## config.mk

```make
export PLATFORM = sky130hd
export DESIGN_NAME = apb_master
export DESIGN_NICKNAME = d
export VERILOG_FILES = /design/src/rtl/apb_master.sv
export SDC_FILE = /design/constraint.sdc
export NUM_CORES = 1
export LEC_CHECK = 0
export ABC_AREA = 1
export ABC_CLOCK_PERIOD_IN_PS = 1700
export BUFFER_PORTS_ARGS = -buffer_cell sky130_fd_sc_hd__buf_2
export CORE_MARGIN = 2
export CORE_UTILIZATION = 42
export CTS_CLUSTER_DIAMETER = 40
export DETAILED_ROUTE_END_ITERATION = 8
export PLACE_DENSITY = 0.75
export SLEW_MARGIN = 20
export SYNTH_ARGS = -nofsm -noshare
export SYNTH_HDL_FRONTEND = slang
export SYNTH_SLANG_ARGS = --single-unit
export TNS_END_PERCENT = 10
```

## constraint.sdc

```tcl
create_clock -name pclk -period 1.7 [get_ports pclk]
set_input_delay 0.17 -clock pclk [delete_from_list [all_inputs] [get_ports pclk]]
set_output_delay 0.17 -clock pclk [all_outputs]
set_load 0.02 [all_outputs]
```

## src/rtl/apb_master.sv

```systemverilog
// apb_master: single-outstanding APB master for the apbslave register bank.
// A valid/ready command becomes one APB SETUP + ACCESS transfer. The result
// comes back as a one-cycle rsp_valid pulse. A wait-state timeout aborts
// transfers to a slave that never raises pready.
module apb_master #(
    parameter int ADDR_W  = 8,
    parameter int DATA_W  = 16,
    parameter int TIMEOUT = 16
) (
    input  logic              pclk,
    input  logic              rst,
    input  logic              cmd_valid,
    output logic              cmd_ready,
    input  logic              cmd_write,
    input  logic [ADDR_W-1:0] cmd_addr,
    input  logic [DATA_W-1:0] cmd_wdata,
    output logic              rsp_valid,
    output logic [DATA_W-1:0] rsp_rdata,
    output logic              rsp_err,
    output logic              psel,
    output logic              penable,
    output logic              pwrite,
    output logic [ADDR_W-1:0] paddr,
    output logic [DATA_W-1:0] pwdata,
    input  logic              pready,
    input  logic [DATA_W-1:0] prdata
);

    // The counter must be able to hold TIMEOUT. It keeps one bit when the
    // timeout is disabled so that its width is never zero.
    localparam int CNT_W = (TIMEOUT > 0) ? $clog2(TIMEOUT + 1) : 1;
    // The abort happens on the TIMEOUT-th low sample. At that point the
    // counter still holds the count of earlier low samples, which is TIMEOUT-1.
    localparam logic [CNT_W-1:0] LAST_WAIT = CNT_W'(TIMEOUT - 1);

    typedef enum logic [1:0] {
        IDLE   = 2'd0,
        SETUP  = 2'd1,
        ACCESS = 2'd2
    } state_t;

    state_t           state_r;
    logic [CNT_W-1:0] wait_cnt_r;
    logic             timeout_hit_s;

    assign timeout_hit_s = (TIMEOUT != 0) && (wait_cnt_r == LAST_WAIT);

    // Transfer FSM with all command, APB and response outputs registered
    always_ff @(posedge pclk or posedge rst) begin
        if (rst) begin
            state_r    <= IDLE;
            wait_cnt_r <= {CNT_W{1'b0}};
            cmd_ready  <= 1'b0;
            rsp_valid  <= 1'b0;
            rsp_err    <= 1'b0;
            rsp_rdata  <= {DATA_W{1'b0}};
            psel       <= 1'b0;
            penable    <= 1'b0;
            pwrite     <= 1'b0;
            paddr      <= {ADDR_W{1'b0}};
            pwdata     <= {DATA_W{1'b0}};
        end else begin
            // The response is a single-cycle pulse unless a branch below sets it.
            rsp_valid <= 1'b0;
            rsp_err   <= 1'b0;
            case (state_r)
                IDLE: begin
                    cmd_ready <= 1'b1;
                    psel      <= 1'b0;
                    penable   <= 1'b0;
                    if (cmd_valid && cmd_ready) begin
                        pwrite    <= cmd_write;
                        paddr     <= cmd_addr;
                        pwdata    <= cmd_wdata;
                        cmd_ready <= 1'b0;
                        psel      <= 1'b1;
                        state_r   <= SETUP;
                    end else begin
                        state_r   <= IDLE;
                    end
                end
                SETUP: begin
                    penable    <= 1'b1;
                    wait_cnt_r <= {CNT_W{1'b0}};
                    state_r    <= ACCESS;
                end
                ACCESS: begin
                    if (pready) begin
                        // Completion has priority over a timeout on the same edge.
                        psel      <= 1'b0;
                        penable   <= 1'b0;
                        rsp_valid <= 1'b1;
                        rsp_rdata <= pwrite ? {DATA_W{1'b0}} : prdata;
                        cmd_ready <= 1'b1;
                        state_r   <= IDLE;
                    end else if (timeout_hit_s) begin
                        psel      <= 1'b0;
                        penable   <= 1'b0;
                        rsp_valid <= 1'b1;
                        rsp_err   <= 1'b1;
                        rsp_rdata <= {DATA_W{1'b0}};
                        cmd_ready <= 1'b1;
                        state_r   <= IDLE;
                    end else begin
                        wait_cnt_r <= wait_cnt_r + {{(CNT_W-1){1'b0}}, 1'b1};
                    end
                end
                default: begin
                    psel      <= 1'b0;
                    penable   <= 1'b0;
                    cmd_ready <= 1'b0;
                    state_r   <= IDLE;
                end
            endcase
        end
    end

endmodule

```

==> results of run 1 <==
layout make-up:
class / count / area (µm²) / share of cell area (%)
sequential: 52 / 1300 / 47.2
inverter: 8 / 35.0 / 1.27
tap: 67 / 83.8 / 3.04
clock buffer: 8 / 90.1 / 3.27
multi-input combinational: 159 / 712 / 25.8
timing repair buffer: 99 / 533 / 19.3
repair_timing:
action                                  CTS  global route
hold buffers                              1             0
hold endpoints to repair                 19             0
buffers inserted                          0             5
endpoints found under the setup margin    0            21
resized for setup                         0             4
power by group through the flow:
stage	clock [µW]	sequential, µW	combinational [µW]
finish	695	2060	2350
global route	769	2130	2620
CTS	722	2070	2280
detailed placement	0	2080	2280
global placement	0	2080	2220
floorplan	0	2680	925
synth_stat cells:
master                     instances
sky130_fd_sc_hd__nand2_1         119
sky130_fd_sc_hd__dfrtp_1          52
sky130_fd_sc_hd__o21ai_1          12
sky130_fd_sc_hd__o21ai_0           8
sky130_fd_sc_hd__nand3_1           5
sky130_fd_sc_hd__buf_2             3
sky130_fd_sc_hd__buf_6             3
sky130_fd_sc_hd__inv_1             3
sky130_fd_sc_hd__inv_2             3
sky130_fd_sc_hd__nand2_2           3
sky130_fd_sc_hd__ha_1              2
sky130_fd_sc_hd__nor2_1            2
sky130_fd_sc_hd__nor2_2            2
sky130_fd_sc_hd__clkbuf_1          1
sky130_fd_sc_hd__clkinv_1          1
sky130_fd_sc_hd__inv_4             1
sky130_fd_sc_hd__nand3_4           1
sky130_fd_sc_hd__nand4_1           1
sky130_fd_sc_hd__nor2_4            1
sky130_fd_sc_hd__nor3_4            1
sky130_fd_sc_hd__o22ai_1           1
sky130_fd_sc_hd__or2_2             1
state kept, by name, indices dropped and copies added (netlist names):
signal,count
rsp_rdata,16
pwrite,1
wait_cnt_r,5
state_r,1
pwdata,16
rsp_err,1
psel,1
rsp_valid,1
paddr,8
cmd_ready,1
penable,1
per-layer routing:
layer,up-vias,wire length [µm]
li1,898,-
met1,783,2030
met2,70,2120
met3,7,304
met4,0,42
met5,-,0
worst paths after layout:
| path | from | endpoint | slack, ns | depth (start not counted) |
|---|---|---|---|---|
| max | wait_cnt_r[1] | wait_cnt_r[0] | 0.09 | 10 |
| min | cmd_wdata[6] | pwdata[6] | 0.06 | 3 |
| max reg2reg | wait_cnt_r[1] | wait_cnt_r[0] | 0.09 | 10 |
| min reg2reg | psel | psel | 0.47 | 2 |
| max in group asynchronous | rst | psel | 0.77 | 4 |
| min in group asynchronous | rst | pwdata[3] | 0.42 | 3 |
tightest hold or removal path: cells and delay by family:
kind | cells | cell delay, ns
buf+inv | 1 | 0.07
simple gates | 2 | 0.08
metrics by stage:
stage	util [%]	instance area, µm²	total power, µW	hold WS, ns	instances
final	57.9	2760	5110	0.0623	393
after global routing	57.9	2760	5520	0.0650	393
after CTS	56.8	2700	5070	0.0521	388
after global placement	54.7	2600	4300	0.198	379
after floorplan	-	2090	3610	0.236	226
after detailed placement	54.7	2600	4360	0.196	379
cell families after synthesis:
group                    after synthesis  share of synthesized area (%)
AND/OR/NAND/NOR                      136                           27.2
AO/OA/AOI/OAI                         21                           5.10
flip-flops                            52                           62.4
buffers and inverters                 15                           4.08
adder cells (fa/ha/maj)                2                           1.20
==> reports/summary.txt, run 1 <==
Worst path max stage delay - 0.41 ns
Routability cong. - 0.785
Final HPWL from detailed placement - 3160 µm
Result of the run - complete, no violations
Number of slew-limit violations in the final report - 0
Count of warnings emitted by yosys - 0
Share of the yosys chip area belonging to registers - 62.4%
Synth top area cells - sky130_fd_sc_hd__dfrtp_1 (62%), sky130_fd_sc_hd__nand2_1 (21%), sky130_fd_sc_hd__o21ai_1 (2.9%)
Max Fanout on Critical Path - 6
Min cycle time layout - 1.61 ns
Worst setup timing slack at the placement stage - 0.0484 ns
NetSw - 2210 µW
Comb power frac - 46.0%
Post-detailed-routing wire length - 4490 µm
Maximum clock insertion buffer count - 2
Starting density of the core - 43.9%
Remaining DRCs - 0
Cell-internal power - 2900 µW
Cell with the largest stage delay on the worst path - sky130_fd_sc_hd__dfrtp_1
Share of power burned in registers - 40.4%
Rel. slew slack - 70.0%
First-pass DRT Iterations - 4
Share of Yosys cell area claimed by the top area cell type - 62.4%
Antenna fix cells - 0
Crit path max-delay family - simple AND/OR/NAND/NOR gates
Post-synthesis instance area - 2090 µm²
VDD IR-drop max - 0.972 mV
GRT Max-Usage Layer - met2
Synth area leader - sky130_fd_sc_hd__dfrtp_1
Transition at the pin with the smallest max-transition slack - 0.448 ns
Reported max-cap violation count - 0
Commonest cells after routing, fill and taps aside - sky130_fd_sc_hd__nand2_1 (119), sky130_fd_sc_hd__buf_2 (90), sky130_fd_sc_hd__dfrtp_1 (52)
Count of routing violations after the opening detailed-route iteration - 93
Critical Path End Type - flop
Pin count of the biggest net entering global routing - 34
Met1 track demand over resource - 21.7%
Cell Chain, Critical Path - ha_1 -> nand2_1 -> nor2_1 -> ha_2 -> nor2_4 -> nand2_2 -> nand2_4 -> inv_2 -> nand2_1 -> o21ai_0
Class of the most critical hold timing path - in2reg
Total count of hold-check failures in the final report - 0
Power density over cell area - 1860 nW/µm²
Worst path buffer plus inverter count - 1
Flop and latch count out of synthesis - 52
Layout filler cell count - 438
Layout Skew - 0.00362 ns
GR met3 Demand/Resource - 4.88%
Kind of launch point of the worst setup path - flop
Chip Width - 74.5 µm
Die Footprint - 5550 µm²
Drt via density - 4.47
Ratio of cells with drive above 1 in the final layout - 36.5%
Number of unique standard cell types used by synthesis - 22
Vert. Die Dim - 74.5 µm
Clock H-tree levels - 2
Setup-failing EPs final - 0
Fmax - 0.620 GHz
Cell at the root of the clock tree - sky130_fd_sc_hd__clkbuf_8
I/O pin count - 91
Number of global-route vias before repair - 1,598
Row count - 25
Number of sinks on the clock net - 52
Arrival @ worst endpoint - 1.79 ns
Critical setup path kind - reg2reg
Most frequent cell on the critical path - sky130_fd_sc_hd__nand2_1
Routed length per placed instance - 11.4 µm
Clock latency reported for the late side of the worst-skew pair - 0.29 ns
Leakage power of the design - 0.00156 µW
Crit path setup slack, layout - 0.0861 ns
Count of nets left with antenna violations after detail routing - 0
Vias - 1,758
Antenna violations before repair - 0
Final #Nets - 372
Layout overhead on the synthesized area - 32.1%
Buffers on Ports - 90
Required time at the worst-slack endpoint - 1.87 ns
Mapped Avg Cell Area - 9.23 µm²
Total Negative Setup Slacks - 0 ns
Most frequent standard cell in the layout excluding fill and tap cells - sky130_fd_sc_hd__nand2_1
Final critical-path share of the clock period - 94.9%
Total routing resource utilization after global routing - 16.4%
CTS tree - done
RSZ-0062 raised after global routing - false
Global-route wire length before repair - 6990 µm
Cell count after synthesis - 226
CORE AREA - 4750 µm²
Clock power share - 13.6%
Sw frac - 43.2%
Met2 Track Usage GR - 26.4%
Total CTS buffers - 5
Global-route congestion overflow total - 0
Clock transition time at the flip-flop clock pins of the worst setup and hold paths - 0.08 ns
Syn Nets - 273
Power figures use the tool's default switching activity.
==> run 2, diff against run 1 <==
--- a/config.mk
+++ b/config.mk
@@ -5,7 +5,6 @@
 export SDC_FILE = /design/constraint.sdc
 export NUM_CORES = 1
 export LEC_CHECK = 0
-export ABC_AREA = 1
 export ABC_CLOCK_PERIOD_IN_PS = 1700
 export BUFFER_PORTS_ARGS = -buffer_cell sky130_fd_sc_hd__buf_2
 export CORE_MARGIN = 2
==> reports/summary.txt, run 2 <==
Number of sinks on the clock net - 52
Reported max-cap violation count - 0
Routed length per placed instance - 13.6 µm
Kind of launch point of the worst setup path - flop
Routability cong. - 0.816
Post-detailed-routing wire length - 4210 µm
Total CTS buffers - 5
Chip Width - 74.2 µm
Synth top area cells - sky130_fd_sc_hd__dfrtp_1 (63%), sky130_fd_sc_hd__mux2_2 (13%), sky130_fd_sc_hd__a22o_1 (7.6%)
Clock transition time at the flip-flop clock pins of the worst setup and hold paths - 0.09 ns
Cell with the largest stage delay on the worst path - sky130_fd_sc_hd__or3b_4
Remaining DRCs - 0
Endpoint of the worst hold path - rsp_rdata[14]
Number of unique standard cell types used by synthesis - 31
Required time at the worst-slack endpoint - 1.95 ns
Number of cells on the worst reg-to-reg path - 6
Number of global-route vias before repair - 1,449
Arrival @ worst endpoint - 1.99 ns
NetSw - 1950 µW
Count of routing violations after the opening detailed-route iteration - 74
Total count of hold-check failures in the final report - 0
Antenna violations before repair - 0
# Post-CTS Setup Buffers - 0
Layout overhead on the synthesized area - 33.4%
VDD IR-drop max - 0.836 mV
Clock H-tree levels - 2
Layout filler cell count - 385
Share of power burned in registers - 39.9%
Max Fanout on Critical Path - 5
Synth area leader - sky130_fd_sc_hd__dfrtp_1
Vias - 1,516
CTS tree - done
First-pass DRT Iterations - 4
Total Negative Setup Slacks - -0.0617 ns
Commonest cells after routing, fill and taps aside - sky130_fd_sc_hd__buf_2 (90), sky130_fd_sc_hd__dfrtp_1 (52), sky130_fd_sc_hd__mux2_2 (24)
Leakage power of the design - 0.00140 µW
Sw frac - 38.9%
GR met3 Demand/Resource - 4.20%
CORE AREA - 4720 µm²
Ratio of cells with drive above 1 in the final layout - 58.7%
Setup-failing EPs final - 2
Mapped Avg Cell Area - 14.8 µm²
Pin count of the biggest net entering global routing - 33
Share of the yosys chip area belonging to registers - 62.8%
Flop and latch count out of synthesis - 52
Crit path max-delay family - simple AND/OR/NAND/NOR gates
Met1 track demand over resource - 20.1%
Beginning of the worst register-to-register path - wait_cnt_r[0]
Power density over cell area - 1820 nW/µm²
Fmax - 0.572 GHz
Number of enable-type register cells in the synthesized netlist - 0
Worst hold path depth - 2
I/O pin count - 91
Cell at the root of the clock tree - sky130_fd_sc_hd__clkbuf_8
Share of Yosys cell area claimed by the top area cell type - 62.8%
Count of nets left with antenna violations after detail routing - 0
Utilization after layout - 58.5%
Clock power share - 13.7%
Cell Chain, Critical Path - ha_2 -> and3_4 -> ha_4 -> or3b_4 -> nor4b_2 -> a311o_2
Buffers on Ports - 90
Post-synthesis instance area - 2070 µm²
Class of the most critical hold timing path - in2reg
RSZ-0062 raised after global routing - true
Leading registers by flop count - pwdata: 16 flops, rsp_rdata: 16 flops, paddr: 8 flops
Crit path setup slack, layout - -0.0485 ns
Placed standard-cell area - 2660 µm²
Top_reg_cell synth - sky130_fd_sc_hd__dfrtp_1
Post-route cell area - 2760 µm²
End of the worst register-to-register path - wait_cnt_r[2]
Syn Nets - 187
Layout Skew - 0.00707 ns
Final #Nets - 288
Row count - 25
Ranking of synthesized cells by instance count - sky130_fd_sc_hd__dfrtp_1 (52), sky130_fd_sc_hd__mux2_2 (24), sky130_fd_sc_hd__a22o_1 (18), sky130_fd_sc_hd__inv_1 (6)
Clock latency reported for the late side of the worst-skew pair - 0.30 ns
Drt via density - 4.91
Die Footprint - 5510 µm²
Critical Path End Type - flop
Cell count after synthesis - 140
GRT Max-Usage Layer - met2
Rel. slew slack - 69.9%
Starting density of the core - 43.8%
Proportion of synthesized flip-flops having asynchronous set or reset - 100%
Final critical-path share of the clock period - 103%
Final HPWL from detailed placement - 3150 µm
Most instantiated library cell after synthesis - sky130_fd_sc_hd__dfrtp_1
Critical setup path kind - reg2reg
Launch point of the worst hold path - prdata[14]
Number of slew-limit violations in the final report - 0
Comb power frac - 46.4%
Most frequent standard cell in the layout excluding fill and tap cells - sky130_fd_sc_hd__buf_2
Cell-internal power - 3070 µW
Global-route congestion overflow total - 0
Transition at the pin with the smallest max-transition slack - 0.451 ns
Vert. Die Dim - 74.2 µm
Worst path buffer plus inverter count - 0
Met2 Track Usage GR - 25.9%
Worst-case register-to-register setup slack - -0.05 ns
Count of warnings emitted by yosys - 0
Result of the run - finished, violations left
Min cycle time layout - 1.75 ns
Failing checks - setup timing
Maximum clock insertion buffer count - 2
Total routing resource utilization after global routing - 16.0%
Antenna fix cells - 0
Worst path max stage delay - 0.41 ns
Global-route wire length before repair - 6650 µm
[run 2: through the flow]
step | total power, µW | std cells | hold WS, ns | setup slack [ns]
floorplan | 3630 | 140 | 0.240 | -0.00436
finish | 5020 | 309 | 0.0719 | -0.0485
detailed placement | 4370 | 300 | 0.207 | -0.0617
global route | 5330 | 309 | 0.0555 | -0.103
global placement | 4310 | 300 | 0.209 | -0.00318
CTS | 5080 | 309 | 0.0603 | -0.0479
[run 2: worst register-to-register path, delay by kind of cell, from the launching register on]
kind,cells,cell delay (ns)
AOI/OAI and AO/OA,1,0.14
and+or+nand+nor,3,0.81
adders and majority gates,2,0.35
DFF,1,0.39
[run 2: cell type report]
cell class                      instances  area [µm²]  share of cell area (%)
Sequential cell                        52        1300                    47.1
Multi-Input combinational cell         75         717                    26.0
Timing Repair Buffer                  101         548                    19.8
Tap cell                               67        83.8                    3.04
Clock buffer                            6        72.6                    2.63
Inverter                                6        22.5                   0.816
Clock inverter                          2        16.3                   0.589
[run 2: how the worst max path moves through the flow]
stage,startpoint,endpoint,slack (ns),cells past startpoint
after detailed placement,wait_cnt_r[1],rsp_rdata[15],-0.06,6
after global routing,wait_cnt_r[0],wait_cnt_r[2],-0.10,6
after CTS,wait_cnt_r[0],wait_cnt_r[2],-0.05,6
after floorplan,wait_cnt_r[0],wait_cnt_r[2],-0.004,6
final,wait_cnt_r[0],wait_cnt_r[2],-0.05,6
after global placement,wait_cnt_r[1],wait_cnt_r[2],-0.003,6
[run 2: metal layers]
| layer | wire, µm | part of all wire (%) |
|---|---|---|
| met2 | 1960 | 47 |
| met3 | 325 | 7.7 |
| met4 | 94 | 2.2 |
| met5 | 0 | 0 |
| met1 | 1830 | 43 |
[run 2: repair_timing]
item                                    4_1_cts  5_1_grt
hold buffers                                  1        0
endpoints found under the setup margin       19        7
resized for setup                             3        1
pin swaps                                     1        0
endpoints found under the hold margin        20        0
[run 2: power by group through the flow]
stage	Sequential (µW)	Combinational, µW	Clock, µW
final	2000	2330	685
after CTS	2010	2360	712
after detailed placement	2020	2350	0
after global routing	2070	2510	752
after global placement	2010	2290	0
after floorplan	2640	989	0
[run 2: cells by family (layout without fill, tap and decap cells)]
kind of cell,Yosys count,in the layout,share of synthesized area [%]
AND/OR/NAND/NOR,19,19,6.47
multiplexers,26,26,14.1
buffers and inverters,13,115,4.23
adder cells (fa/ha/maj),2,2,1.21
AO/OA/AOI/OAI,28,28,11.2
flip-flops,52,52,62.8
